File: src/rtl/perf_csr_file_pkg.sv
// Shared definitions for the performance-counter CSR read front end:
// CSR address map, read-select encoding and the address decoder.
package perf_csr_file_pkg;

    // User-level counter CSR addresses (RISC-V numbering)
    localparam logic [11:0] CSR_CYCLE    = 12'hC00;
    localparam logic [11:0] CSR_INSTRET  = 12'hC02;
    localparam logic [11:0] CSR_HPM3     = 12'hC03;
    localparam logic [11:0] CSR_HPM4     = 12'hC04;
    localparam logic [11:0] CSR_HPM5     = 12'hC05;
    localparam logic [11:0] CSR_CYCLEH   = 12'hC80;
    localparam logic [11:0] CSR_INSTRETH = 12'hC82;
    localparam logic [11:0] CSR_HPM3H    = 12'hC83;
    localparam logic [11:0] CSR_HPM4H    = 12'hC84;
    localparam logic [11:0] CSR_HPM5H    = 12'hC85;

    // What a decoded read address selects
    typedef enum logic [3:0] {
        SelIllegal,
        SelCycleLo,
        SelCycleHi,
        SelInstretLo,
        SelInstretHi,
        SelHpm3,
        SelHpm4,
        SelHpm5,
        SelZero
    } csr_sel_e;

    // Map a 12-bit CSR address onto a read source
    function automatic csr_sel_e decode_csr(input logic [11:0] addr);
        csr_sel_e sel;
        case (addr)
            CSR_CYCLE:    sel = SelCycleLo;
            CSR_CYCLEH:   sel = SelCycleHi;
            CSR_INSTRET:  sel = SelInstretLo;
            CSR_INSTRETH: sel = SelInstretHi;
            CSR_HPM3:     sel = SelHpm3;
            CSR_HPM4:     sel = SelHpm4;
            CSR_HPM5:     sel = SelHpm5;
            // 32-bit event counters have no upper half; those reads are legal zeros
            CSR_HPM3H,
            CSR_HPM4H,
            CSR_HPM5H:    sel = SelZero;
            default:      sel = SelIllegal;
        endcase
        return sel;
    endfunction

endpackage

File: src/rtl/perf_hi_extend.sv
// Extends a free-running low counter word to 64 bits by counting falling
// edges of its MSB, with an optional hi-word snapshot taken on lo reads.
module perf_hi_extend
    import perf_csr_file_pkg::*;
#(
    parameter int unsigned CNT_W       = 32,
    parameter bit          SNAPSHOT_EN = 1'b1
) (
    input  logic             clk,
    input  logic             reset,
    input  logic             lo_msb,
    input  logic             lo_read,
    input  logic             hi_read,
    output logic [CNT_W-1:0] hi_rdata
);

    logic             prev_msb_q;
    logic [CNT_W-1:0] hi_q;
    logic             wrap;
    logic [CNT_W-1:0] hi_eff;

    // Low word grows by at most one per cycle, so an MSB 1->0 step is a wrap
    assign wrap   = prev_msb_q & ~lo_msb;
    assign hi_eff = hi_q + CNT_W'(wrap);

    // Track the low-word MSB and bump the high word on each wrap
    always_ff @(posedge clk or posedge reset) begin
        if (reset) begin
            prev_msb_q <= 1'b0;
            hi_q       <= '0;
        end else begin
            prev_msb_q <= lo_msb;
            if (wrap) begin
                hi_q <= hi_q + 1'b1;
            end
        end
    end

    if (SNAPSHOT_EN) begin : g_shadow
        logic [CNT_W-1:0] shadow_q;
        logic             shadow_vld_q;

        // Lo read arms the shadow with the high word it belongs to; hi read consumes it
        always_ff @(posedge clk or posedge reset) begin
            if (reset) begin
                shadow_q     <= '0;
                shadow_vld_q <= 1'b0;
            end else if (lo_read) begin
                shadow_q     <= hi_eff;
                shadow_vld_q <= 1'b1;
            end else if (hi_read) begin
                shadow_vld_q <= 1'b0;
            end
        end

        assign hi_rdata = shadow_vld_q ? shadow_q : hi_eff;
    end else begin : g_no_shadow
        assign hi_rdata = hi_eff;
    end

endmodule

File: src/rtl/perf_csr_file.sv
// Read-only CSR front end for the performance counters: serves cycle and
// instret as 64-bit values plus three 32-bit event counters, one cycle latency.
module perf_csr_file
    import perf_csr_file_pkg::*;
#(
    parameter int unsigned CNT_W       = 32,
    parameter bit          SNAPSHOT_EN = 1'b1
) (
    input  logic             clk,
    input  logic             reset,
    input  logic [CNT_W-1:0] cycle_count,
    input  logic [CNT_W-1:0] instruction_count,
    input  logic [CNT_W-1:0] stall_count,
    input  logic [CNT_W-1:0] branch_count,
    input  logic [CNT_W-1:0] branch_mispredicts,
    input  logic             rd_req,
    input  logic [11:0]      rd_addr,
    output logic             rd_valid,
    output logic [CNT_W-1:0] rd_data,
    output logic             rd_err
);

    csr_sel_e         sel;
    logic [CNT_W-1:0] cycle_hi_rdata;
    logic [CNT_W-1:0] instret_hi_rdata;
    logic [CNT_W-1:0] resp_data;
    logic             resp_err;

    assign sel = decode_csr(rd_addr);

    perf_hi_extend #(
        .CNT_W       (CNT_W),
        .SNAPSHOT_EN (SNAPSHOT_EN)
    ) u_cycle_hi (
        .clk      (clk),
        .reset    (reset),
        .lo_msb   (cycle_count[CNT_W-1]),
        .lo_read  (rd_req && (sel == SelCycleLo)),
        .hi_read  (rd_req && (sel == SelCycleHi)),
        .hi_rdata (cycle_hi_rdata)
    );

    perf_hi_extend #(
        .CNT_W       (CNT_W),
        .SNAPSHOT_EN (SNAPSHOT_EN)
    ) u_instret_hi (
        .clk      (clk),
        .reset    (reset),
        .lo_msb   (instruction_count[CNT_W-1]),
        .lo_read  (rd_req && (sel == SelInstretLo)),
        .hi_read  (rd_req && (sel == SelInstretHi)),
        .hi_rdata (instret_hi_rdata)
    );

    // Select the response word for the decoded address
    always_comb begin
        resp_data = '0;
        resp_err  = 1'b0;
        case (sel)
            SelCycleLo:   resp_data = cycle_count;
            SelCycleHi:   resp_data = cycle_hi_rdata;
            SelInstretLo: resp_data = instruction_count;
            SelInstretHi: resp_data = instret_hi_rdata;
            SelHpm3:      resp_data = stall_count;
            SelHpm4:      resp_data = branch_count;
            SelHpm5:      resp_data = branch_mispredicts;
            SelZero:      resp_data = '0;
            default:      resp_err  = 1'b1;
        endcase
    end

    // Register the response; data and error hold between requests
    always_ff @(posedge clk or posedge reset) begin
        if (reset) begin
            rd_valid <= 1'b0;
            rd_data  <= '0;
            rd_err   <= 1'b0;
        end else begin
            rd_valid <= rd_req;
            if (rd_req) begin
                rd_data <= resp_data;
                rd_err  <= resp_err;
            end
        end
    end

endmodule

File: config.mk
export PLATFORM = sky130hd
export DESIGN_NAME = perf_csr_file
export DESIGN_NICKNAME = d
export VERILOG_FILES = /design/src/rtl/perf_csr_file_pkg.sv /design/src/rtl/perf_hi_extend.sv /design/src/rtl/perf_csr_file.sv
export SDC_FILE = /design/constraint.sdc
export NUM_CORES = 1
export LEC_CHECK = 0
export CAP_MARGIN = 20
export CELL_PAD_IN_SITES_DETAIL_PLACEMENT = 1
export CELL_PAD_IN_SITES_GLOBAL_PLACEMENT = 1
export CORE_ASPECT_RATIO = 1.2
export CORE_MARGIN = 2
export CORE_UTILIZATION = 44
export DETAILED_ROUTE_END_ITERATION = 16
export PLACE_DENSITY_LB_ADDON = 0.1
export SETUP_SLACK_MARGIN = 0.15
export SLEW_MARGIN = 0
export SYNTH_ARGS = -nofsm -noshare
export SYNTH_HDL_FRONTEND = slang
export SYNTH_HIERARCHICAL = 1
export SYNTH_SLANG_ARGS = --single-unit
File: constraint.sdc
create_clock -name clk -period 4.7 [get_ports clk]
set_input_delay 1.175 -clock clk [delete_from_list [all_inputs] [get_ports clk]]
set_output_delay 1.175 -clock clk [all_outputs]
set_load 0.005 [all_outputs]
==> results of run 1 <==
[state kept, by name, summed over array words and instances (netlist names)]
| register | count |
|---|---|
| u_instret_hi/hi_q | 32 |
| u_instret_hi/g_shadow.shadow_vld_q | 1 |
| u_cycle_hi/g_shadow.shadow_q | 32 |
| u_instret_hi/prev_msb_q | 1 |
| u_cycle_hi/prev_msb_q | 1 |
| u_cycle_hi/g_shadow.shadow_vld_q | 1 |
| rd_valid | 1 |
| u_instret_hi/g_shadow.shadow_q | 32 |
| rd_data | 32 |
| u_cycle_hi/hi_q | 32 |
| rd_err | 1 |
[kinds of logic after synthesis]
| family | Yosys count |
|---|---|
| adder cells (fa/ha/maj) | 6 |
| AO/OA/AOI/OAI | 202 |
| multiplexers | 119 |
| XOR/XNOR | 124 |
| buffers and inverters | 155 |
| AND/OR/NAND/NOR | 342 |
| flip-flops | 166 |
[placed cells by master, fill, tap and decap left out, types with 25 or more instances in the layout]
cell / n
clkdlybuf4s50_1: 206
dfrtp_1: 166
nor2_1: 97
a21oi_1: 74
xor2_1: 72
mux2_2: 70
nand2_1: 55
xnor2_1: 52
mux2i_1: 48
inv_1: 47
nand4_1: 40
nand3b_1: 35
buf_4: 34
nor3_1: 25
[worst register-to-register path, cell delays in order (launching register included)]
cell and delay, ps:
dfrtp_1 370, nor2b_1 220, ha_1 220, ha_1 210
nand3_1 230, nor4_2 460, buf_4 210, nand2_1 70
xor2_1 220, mux2i_1 110, a22o_1 220, a221o_1 420
a221oi_2 220, o2bb2ai_1 80
[routing by layer]
metal  vias up  routed length [µm]  GRT usage (%)  share of wire [%]
met4         0                1250           11.7                3.2
li1       4302                   -              -                  -
met3        54                2660           6.62                6.8
met1      4856               16900           40.6                 43
met2       345               18500           50.3                 47
met5         -                   0              0                  0
[final cells by class]
class	instances	area [µm²]
clock buffers	23	468
diodes	1	2.50
well taps	320	400
fillers	2659	10300
inverters	49	184
multi-input cells	793	5960
flip-flops and latches	166	4150
clock inverters	8	171
repair buffers	245	2390
[worst paths after layout]
check                                                  end  slack (ps)  cells after the start
max in group asynchronous            u_instret_hi/hi_q[21]        2600                      3
min reg2reg                                    rd_data[15]         490                      1
min                                            rd_data[15]         490                      1
max                                            rd_data[28]         550                     14
max reg2reg                                    rd_data[28]        1320                     13
min in group asynchronous  u_cycle_hi/g_shadow.shadow_q[1]        1290                      2
[power by group through the flow]
stage	Sequential [mW]	Combinational (mW)	Clock (mW)
6_report	1.58	0.606	1.56
5_1_grt	1.58	0.650	1.65
4_1_cts	1.58	0.607	1.59
3_5_place_dp	1.60	0.595	0
3_3_place_gp	1.60	0.588	0
2_1_floorplan	1.54	0.367	0
==> flow_metrics.py, run 1 <==
metrics = {
    "power_and_ir_drop": {
        "pwr-share-clk_pct": 41.7,
        "power_frac_seq_pct": 42.1,
        "power.total_mw": 3.74,
        "ir_drop_uv": 254,
        "powerDensity_mw_per_mm2": 273,
        "p_leak_nw": 5.54,
        "swShare_pct": 26.0,
        "p_sw_uw": 975,
        "comb_power_share_pct": 16.2,
        "internal_power_mw": 2.77,
    },
    "sta": {
        "relSlewSlack_pct": 30.7,
        "tightestPinTransition_ps": 1040,
        "setup_violations": 0,
        "fin_crit_sh_pct": 88.3,
        "hold_violations": 0,
        "slew_viol_final": 0,
        "fin_worst_skew_ps": 10.0,
        "min_period_ps": 4150,
        "fmax_mhz": 241,
        "fin_hold_ws_ps": 487,
        "layout_setup_ws_ps": 551,
        "rsz0062_at_grt": "no",
        "setup_tns_ps": 0,
    },
    "cts": {
        "cts_buffer_depth": 2,
        "cts.sinks": 166,
        "clk_pin_slew_ps": 70,
        "cts_tree": "built",
        "htree_num_levels": 4,
        "clkLatencyLatePin_ps": 440,
        "cts_buffers": 17,
        "cts_hold_buf": 0,
        "post_cts_buffers": 0,
        "cts-root-buf": "clkbuf_16",
        "cts_resized": 0,
    },
    "critical_path": {
        "path_buf_inv": 2,
        "slowest_stage": "nor4_2",
        "cp_top_family": "simple AND/OR/NAND/NOR gates",
        "r2r_start": "u_cycle_hi/prev_msb_q",
        "cp-startpoint": "cycle_count[31]",
        "crit_type": "in -> reg",
        "end_kind": "flip-flop",
        "required_ps": 5020,
        "cp_cell_sequence": "clkdlybuf4s50_1 -> nor2b_1 -> ha_1 -> ha_1 -> nand3_1 -> nor4_2 -> buf_4 -> nand2_1 -> xor2_1 -> mux2i_1 -> a22o_1 -> a221o_1 -> a221oi_2 -> o2bb2ai_1",
        "path_max_fanout": 3,
        "worstSetupStartpointType": "primary input",
        "path_common_cell": "ha_1",
        "cp.arrival_ps": 4470,
        "cp_slowest_stage_delay_ps": 460,
    },
    "logic_synthesis": {
        "post-synth-top-area-cell": "dfrtp_1",
        "synth-simple-area-share_pct": 18.2,
        "netlist_area_mm2": 0.0108,
        "synth_compound_area_share_pct": 14.3,
        "synth_fp_nets": 1295,
        "yosysUniqueCellTypes": 65,
        "synth_adder_area_share_pct": 0.696,
        "synth_ff_type": "dfrtp_1",
        "async_flop_share_pct": 100,
        "synth_cells": 1114,
        "synth_mux_area_share_pct": 11.9,
        "yosys_warnings": 6,
        "synth_seq_cells": 166,
        "synth_area_leaders": "dfrtp_1, mux2_2, xor2_1",
        "synth_seq_area_share_pct": 38.5,
        "synth.top_cell.area_share_pct": 38.5,
        "synth_edf_count": 0,
        "syn_avg_cell_area_um2": 9.68,
        "synth.most_common_cell": "dfrtp_1",
        "synth_top_family_by_area": "simple AND/OR/NAND/NOR gates",
        "synthXorXnorAreaFrac_pct": 10.1,
        "yosys-top-cells-count": "dfrtp_1, nor2_1, a21oi_1, xor2_1, mux2_2",
    },
    "placed_design": {
        "port_buffers": 208,
        "dp_hpwl_mm": 29.2,
        "dp.cells": 1573,
        "gp_congestion": 0.860,
        "placed_cell_area_mm2": 0.0131,
        "pre_cts_slack_ps": 172,
    },
    "worst_hold_path": {
        "min_path_type": "reg -> reg",
        "min_from": "rd_data[15]",
    },
    "layout": {
        "final_util_pct": 57.1,
        "syn_to_final_growth_pct": 27.3,
        "post-route-cell-area_mm2": 0.0137,
        "drive_above_1_share_pct": 14.6,
        "fin_cells": 1605,
        "nNetsFinal": 1453,
    },
    "drt": {
        "route.detailed.drc": 0,
        "ant_nets": 0,
        "drt-pass1-iter-count": 5,
        "initialDrtViolationCount": 560,
        "drt_wl_total_mm": 39.3,
        "via_per_inst": 5.95,
        "vias": 9557,
        "post_drt_wl_per_cell_um": 24.5,
    },
    "run_status": {
        "status": "complete, no violations",
    },
    "job": {
        "maxCapViolations": 0,
    },
    "global_route": {
        "grt_max_degree": 67,
        "track_usage_pct": 30.9,
        "grt_pass1_vias": 10100,
        "overflow": 0,
        "grt_pass1_wl_mm": 60.6,
        "antenna_found_initial": 1,
    },
    "floorplanning": {
        "start_util_pct": 44.8,
        "pin_count": 209,
        "fp.coreArea_mm2": 0.0240,
        "dieArea_mm2": 0.0258,
        "die_w_um": 147,
        "fp.dieH_um": 175,
        "rows": 62,
    },
}
Note: power is estimated with default switching activity, not from simulation.
==> inputs of run 2 (changes only) <==
--- a/config.mk
+++ b/config.mk
@@ -14,7 +14,7 @@
 export DETAILED_ROUTE_END_ITERATION = 16
 export PLACE_DENSITY_LB_ADDON = 0.1
 export SETUP_SLACK_MARGIN = 0.15
-export SLEW_MARGIN = 0
+export SLEW_MARGIN = 40
 export SYNTH_ARGS = -nofsm -noshare
 export SYNTH_HDL_FRONTEND = slang
 export SYNTH_HIERARCHICAL = 1
==> flow_metrics.py, run 2 (synthesis results as in run 1) <==
metrics = {
    "worst_hold_path": {
        "min_path_type": "reg -> reg",
    },
    "cts": {
        "cts_buffers": 17,
        "cts_tree": "built",
        "post_cts_buffers": 0,
        "htree_num_levels": 4,
        "cts-root-buf": "clkbuf_16",
        "clkLatencyLatePin_ps": 440,
        "cts_hold_buf": 0,
        "cts_buffer_depth": 2,
        "cts.sinks": 166,
        "clk_pin_slew_ps": 70,
        "cts_resized": 0,
    },
    "drt": {
        "vias": 9547,
        "initialDrtViolationCount": 739,
        "drt-pass1-iter-count": 5,
        "ant_nets": 0,
        "via_per_inst": 5.95,
        "drt_wl_total_mm": 39.7,
        "route.detailed.drc": 0,
        "post_drt_wl_per_cell_um": 24.7,
    },
    "critical_path": {
        "cp_cell_sequence": "clkdlybuf4s50_1 -> nor2b_1 -> ha_1 -> ha_1 -> nand3_1 -> nor4_2 -> nand2_1 -> xor2_1 -> mux2i_1 -> mux2_2 -> a32o_1 -> a222oi_1 -> o2bb2ai_1",
        "cp.arrival_ps": 4520,
        "required_ps": 5010,
        "cp-startpoint": "cycle_count[31]",
        "endpoint": "rd_data[20]",
        "worstSetupStartpointType": "primary input",
        "path_common_cell": "ha_1",
        "end_kind": "flip-flop",
        "cp_slowest_stage_delay_ps": 450,
        "path_max_fanout": 3,
        "crit_type": "in -> reg",
        "slowest_stage": "nor4_2",
        "r2r_start": "u_cycle_hi/prev_msb_q",
        "ff2ff_setup_slack_ps": 1300,
        "r2r_end": "rd_data[20]",
        "reg2regPathDepth": 12,
    },
    "layout": {
        "syn_to_final_growth_pct": 27.3,
        "mostFrequentLayoutCells": "clkdlybuf4s50_1, dfrtp_1, nor2_1, a21oi_1, xor2_1",
        "drive_above_1_share_pct": 14.7,
        "layout.cells.most_common": "clkdlybuf4s50_1",
        "nNetsFinal": 1453,
        "diodes": 0,
    },
    "floorplanning": {
        "pin_count": 209,
        "fp.coreArea_mm2": 0.0240,
        "start_util_pct": 44.8,
        "die_w_um": 147,
        "fp.dieH_um": 175,
        "rows": 62,
        "dieArea_mm2": 0.0258,
    },
    "power_and_ir_drop": {
        "p_leak_nw": 5.54,
        "ir_drop_uv": 255,
        "power.total_mw": 3.76,
        "powerDensity_mw_per_mm2": 274,
    },
    "sta": {
        "rsz0062_at_grt": "no",
        "tightestPinTransition_ps": 778,
        "setup_violations": 0,
        "relSlewSlack_pct": 48.0,
        "hold_violations": 0,
        "fin_worst_skew_ps": 10.1,
        "fin_crit_sh_pct": 89.6,
        "slew_viol_final": 0,
        "setup_tns_ps": 0,
        "min_period_ps": 4210,
        "fmax_mhz": 238,
    },
    "placed_design": {
        "dp_hpwl_mm": 29.3,
        "port_buffers": 208,
        "gp_congestion": 0.860,
    },
    "run_status": {
        "status": "complete, no violations",
    },
    "global_route": {
        "overflow": 0,
        "grt_pass1_wl_mm": 61.4,
        "antenna_found_initial": 1,
        "grt_max_degree": 67,
        "grt_pass1_vias": 10100,
        "track_usage_pct": 31.1,
    },
    "job": {
        "maxCapViolations": 0,
    },
}
[run 2: area by class of cell]
type	instances	area (µm²)
Clock inverter	8	171
Multi-Input combinational cell	793	5960
Clock buffer	23	468
Tap cell	320	400
Inverter	49	184
Timing Repair Buffer	245	2390
Sequential cell	166	4150
Fill cell	2649	10300
[run 2: worst min path at each step]
stage	to	from	slack [ps]	cells past startpoint
detailed placement	rd_data[15]	rd_data[15]	470	1
global placement	rd_data[15]	rd_data[15]	470	1
global route	u_cycle_hi/hi_q[31]	u_cycle_hi/hi_q[31]	510	1
floorplan	u_cycle_hi/hi_q[31]	u_cycle_hi/hi_q[31]	460	1
finish	rd_data[18]	rd_data[18]	490	1
CTS	rd_data[15]	rd_data[15]	490	1
[run 2: critical path: cells and delay by family]
| kind | cells | cell delay [ps] |
|---|---|---|
| and+or+nand+nor | 4 | 990 |
| xor gates and xnor gates | 1 | 270 |
| buffers and inverters | 1 | 430 |
| AOI/OAI and AO/OA | 3 | 720 |
| muxes | 2 | 440 |
| adders and majority gates | 2 | 490 |
[run 2: where the power goes]
group          internal (mW)  switching, mW
clock                  0.970          0.599
sequential              1.48         0.0991
combinational          0.321          0.288
total                   2.77          0.986
[run 2: per-layer routing]
metal,vias to the layer above,global-route usage (%),routed length [µm]
met5,-,0,13
li1,4302,-,-
met2,338,52.2,19000
met1,4858,41.8,17700
met3,47,5.27,2130
met4,2,8.49,848
[run 2: per-stage QoR]
stage | setup slack (ps) | cell area [µm²] | util, % | hold slack (ps) | std cells
after CTS | 534 | 13700 | 57.1 | 491 | 1604
after global routing | 332 | 13700 | 57.1 | 512 | 1604
final | 490 | 13700 | 57.1 | 487 | 1604
after global placement | 239 | 13100 | 54.4 | 469 | 1573
after floorplan | 847 | 10800 | - | 462 | 1114
after detailed placement | 197 | 13100 | 54.4 | 473 | 1573
==> inputs of run 3 (changes only) <==
--- a/config.mk
+++ b/config.mk
@@ -5,12 +5,13 @@
 export SDC_FILE = /design/constraint.sdc
 export NUM_CORES = 1
 export LEC_CHECK = 0
+export ABC_AREA = 1
 export CAP_MARGIN = 20
 export CELL_PAD_IN_SITES_DETAIL_PLACEMENT = 1
 export CELL_PAD_IN_SITES_GLOBAL_PLACEMENT = 1
 export CORE_ASPECT_RATIO = 1.2
 export CORE_MARGIN = 2
-export CORE_UTILIZATION = 44
+export CORE_UTILIZATION = 41
 export DETAILED_ROUTE_END_ITERATION = 16
 export PLACE_DENSITY_LB_ADDON = 0.1
 export SETUP_SLACK_MARGIN = 0.15
==> flow_metrics.py, run 3 <==
metrics = {
    "critical_path": {
        "r2r_end": "rd_data[30]",
        "path_max_fanout": 5,
        "reg2regPathDepth": 19,
        "cp_cell_sequence": "clkdlybuf4s50_1 -> inv_1 -> nand2_1 -> inv_1 -> ha_1 -> ha_1 -> inv_1 -> nor2_4 -> nand2_4 -> nor2_8 -> nand2_1 -> nand2_1 -> nand2_1 -> nand2_1 -> nand2_1 -> nand3_1 -> nand2_1 -> nor2_1 -> nand2_1 -> nand2_1 -> nand2_1",
        "ff2ff_setup_slack_ps": 2120,
        "crit_type": "in -> reg",
        "cp.arrival_ps": 3910,
        "path_buf_inv": 4,
        "cp_slowest_stage_delay_ps": 530,
        "end_kind": "flip-flop",
        "path_common_cell": "nand2_1",
        "slowest_stage": "clkdlybuf4s50_1",
        "cp.depth": 21,
        "cp_top_family": "simple AND/OR/NAND/NOR gates",
        "cp-startpoint": "instruction_count[31]",
        "r2r_start": "u_instret_hi/prev_msb_q",
        "required_ps": 5020,
        "worstSetupStartpointType": "primary input",
        "endpoint": "rd_data[30]",
    },
    "layout": {
        "syn_to_final_growth_pct": 24.1,
        "mostFrequentLayoutCells": "nand2_1, nand3_1, clkdlybuf4s50_1, nor2_1, dfrtp_1",
        "fillerInstances": 3813,
        "drive_above_1_share_pct": 7.93,
        "post-route-cell-area_mm2": 0.0149,
        "nNetsFinal": 2175,
        "fin_cells": 2393,
        "final_util_pct": 51.7,
        "layout.cells.most_common": "nand2_1",
    },
    "cts": {
        "cts-root-buf": "clkbuf_16",
        "cts_hold_buf": 0,
        "cts_buffers": 17,
        "clkLatencyLatePin_ps": 440,
        "cts.sinks": 166,
        "clk_pin_slew_ps": 60,
        "htree_num_levels": 4,
        "cts_tree": "built",
        "post_cts_buffers": 0,
        "cts_resized": 0,
        "cts_buffer_depth": 2,
    },
    "logic_synthesis": {
        "synth_cells": 1822,
        "async_flop_share_pct": 100,
        "synth_area_leaders": "dfrtp_1, nand2_1, nand3_1",
        "yosysUniqueCellTypes": 29,
        "syn_avg_cell_area_um2": 6.59,
        "synth.most_common_cell": "nand2_1",
        "post-synth-top-area-cell": "dfrtp_1",
        "synth_ff_type": "dfrtp_1",
        "synth.top_cell.area_share_pct": 34.6,
        "yosys_warnings": 6,
        "synth_fp_nets": 2003,
        "synth_seq_area_share_pct": 34.6,
        "synth_seq_cells": 166,
        "yosys-top-cells-count": "nand2_1, nand3_1, nor2_1, dfrtp_1, inv_1",
        "netlist_area_mm2": 0.0120,
        "synth_edf_count": 0,
    },
    "power_and_ir_drop": {
        "power.total_mw": 3.40,
        "ir_drop_uv": 171,
        "powerDensity_mw_per_mm2": 228,
        "p_leak_nw": 7.77,
    },
    "placed_design": {
        "gp_congestion": 0.925,
        "port_buffers": 208,
        "placed_cell_area_mm2": 0.0143,
        "pre_cts_slack_ps": 712,
        "dp.cells": 2359,
        "dp_hpwl_mm": 34.8,
    },
    "sta": {
        "tightestPinTransition_ps": 748,
        "min_period_ps": 3580,
        "fin_hold_ws_ps": 478,
        "hold_violations": 0,
        "slew_viol_final": 0,
        "fin_crit_sh_pct": 76.3,
        "layout_setup_ws_ps": 1120,
        "fmax_mhz": 279,
        "rsz0062_at_grt": "no",
        "setup_tns_ps": 0,
        "fin_worst_skew_ps": 13.1,
        "setup_violations": 0,
        "relSlewSlack_pct": 50.1,
    },
    "global_route": {
        "track_usage_pct": 29.8,
        "grt_pass1_wl_mm": 71.1,
        "grt_max_degree": 172,
        "antenna_found_initial": 1,
        "grt_pass1_vias": 13200,
        "overflow": 0,
    },
    "floorplanning": {
        "start_util_pct": 41.7,
        "fp.coreArea_mm2": 0.0288,
        "dieArea_mm2": 0.0307,
        "die_w_um": 160,
        "fp.dieH_um": 192,
        "rows": 68,
        "pin_count": 209,
    },
    "drt": {
        "drt-pass1-iter-count": 5,
        "drt_wl_total_mm": 44.9,
        "ant_nets": 0,
        "post_drt_wl_per_cell_um": 18.8,
        "vias": 12300,
        "initialDrtViolationCount": 609,
        "via_per_inst": 5.15,
        "route.detailed.drc": 0,
    },
    "run_status": {
        "status": "complete, no violations",
    },
    "job": {
        "maxCapViolations": 0,
    },
    "worst_hold_path": {
        "min_path_type": "reg -> reg",
    },
}
-- run 3: cell types whose count changed after synthesis, sizes merged, moves of 40 or more --
cell / change
mux2i: -48
mux2: -71
a21oi: -75
xnor2: -40
inv: +93
nor2: +136
clkbuf: -42
o21ai: +42
nand2: +728
nand4: -40
nand3: +243
-- run 3: layout make-up --
class / count / area [µm²] / share of cell area [%]
multi-input combinational: 1438 / 6890 / 46.2
sequential: 166 / 4150 / 27.8
timing repair buffer: 229 / 2310 / 15.5
inverter: 142 / 533 / 3.57
tap: 385 / 482 / 3.23
clock buffer: 24 / 472 / 3.16
clock inverter: 7 / 72.6 / 0.486
antenna: 2 / 5.00 / 0.0336
-- run 3: metal layers --
layer / global-route usage, % / part of all wire [%] / wire length, µm / up-vias
met5: 0 / 0 / 0 / -
met4: 11.5 / 3.5 / 1570 / 0
met2: 55.2 / 53 / 23800 / 198
met3: 2.86 / 1.9 / 859 / 70
met1: 35.8 / 42 / 18700 / 6095
li1: - / - / - / 5967
-- run 3: power breakdown --
group | switching (mW) | total, mW | leakage, nW | internal (mW)
sequential | 0.0678 | 1.55 | 2.12 | 1.48
combinational | 0.271 | 0.492 | 5.39 | 0.221
clock | 0.608 | 1.37 | 0.261 | 0.757
total | 0.947 | 3.40 | 7.77 | 2.46
-- run 3: logic make-up (layout without fill, tap and decap cells) --
family / count (synthesis) / count (layout) / synth area share, %
AO/OA/AOI/OAI: 48 / 48 / 2.00
XOR/XNOR: 78 / 78 / 6.31
adder cells (fa/ha/maj): 6 / 6 / 0.625
buffers and inverters: 218 / 402 / 8.12
flip-flops: 166 / 166 / 34.6
other: 0 / 2 / 0
AND/OR/NAND/NOR: 1306 / 1306 / 48.4
-- run 3: worst reg2reg max path, delay by kind of cell (launching register included) --
| kind | cells | cell delay (ps) |
|---|---|---|
| adder cells (fa/ha/maj) | 2 | 390 |
| buffers and inverters | 2 | 230 |
| flip-flops | 1 | 350 |
| AND/OR/NAND/NOR | 15 | 1510 |
-- run 3: worst min-delay path by stage --
stage                                            end  cells past startpoint  slack [ps]                        startpoint
detailed placement                       rd_data[24]                      2         470                       rd_data[24]
finish                                   rd_data[24]                      2         480                       rd_data[24]
global placement    u_cycle_hi/g_shadow.shadow_q[25]                      2         460  u_cycle_hi/g_shadow.shadow_q[25]
global route                              rd_data[8]                      2         510                        rd_data[8]
CTS                                      rd_data[24]                      2         480                       rd_data[24]
floorplan           u_cycle_hi/g_shadow.shadow_q[19]                      2         450  u_cycle_hi/g_shadow.shadow_q[19]
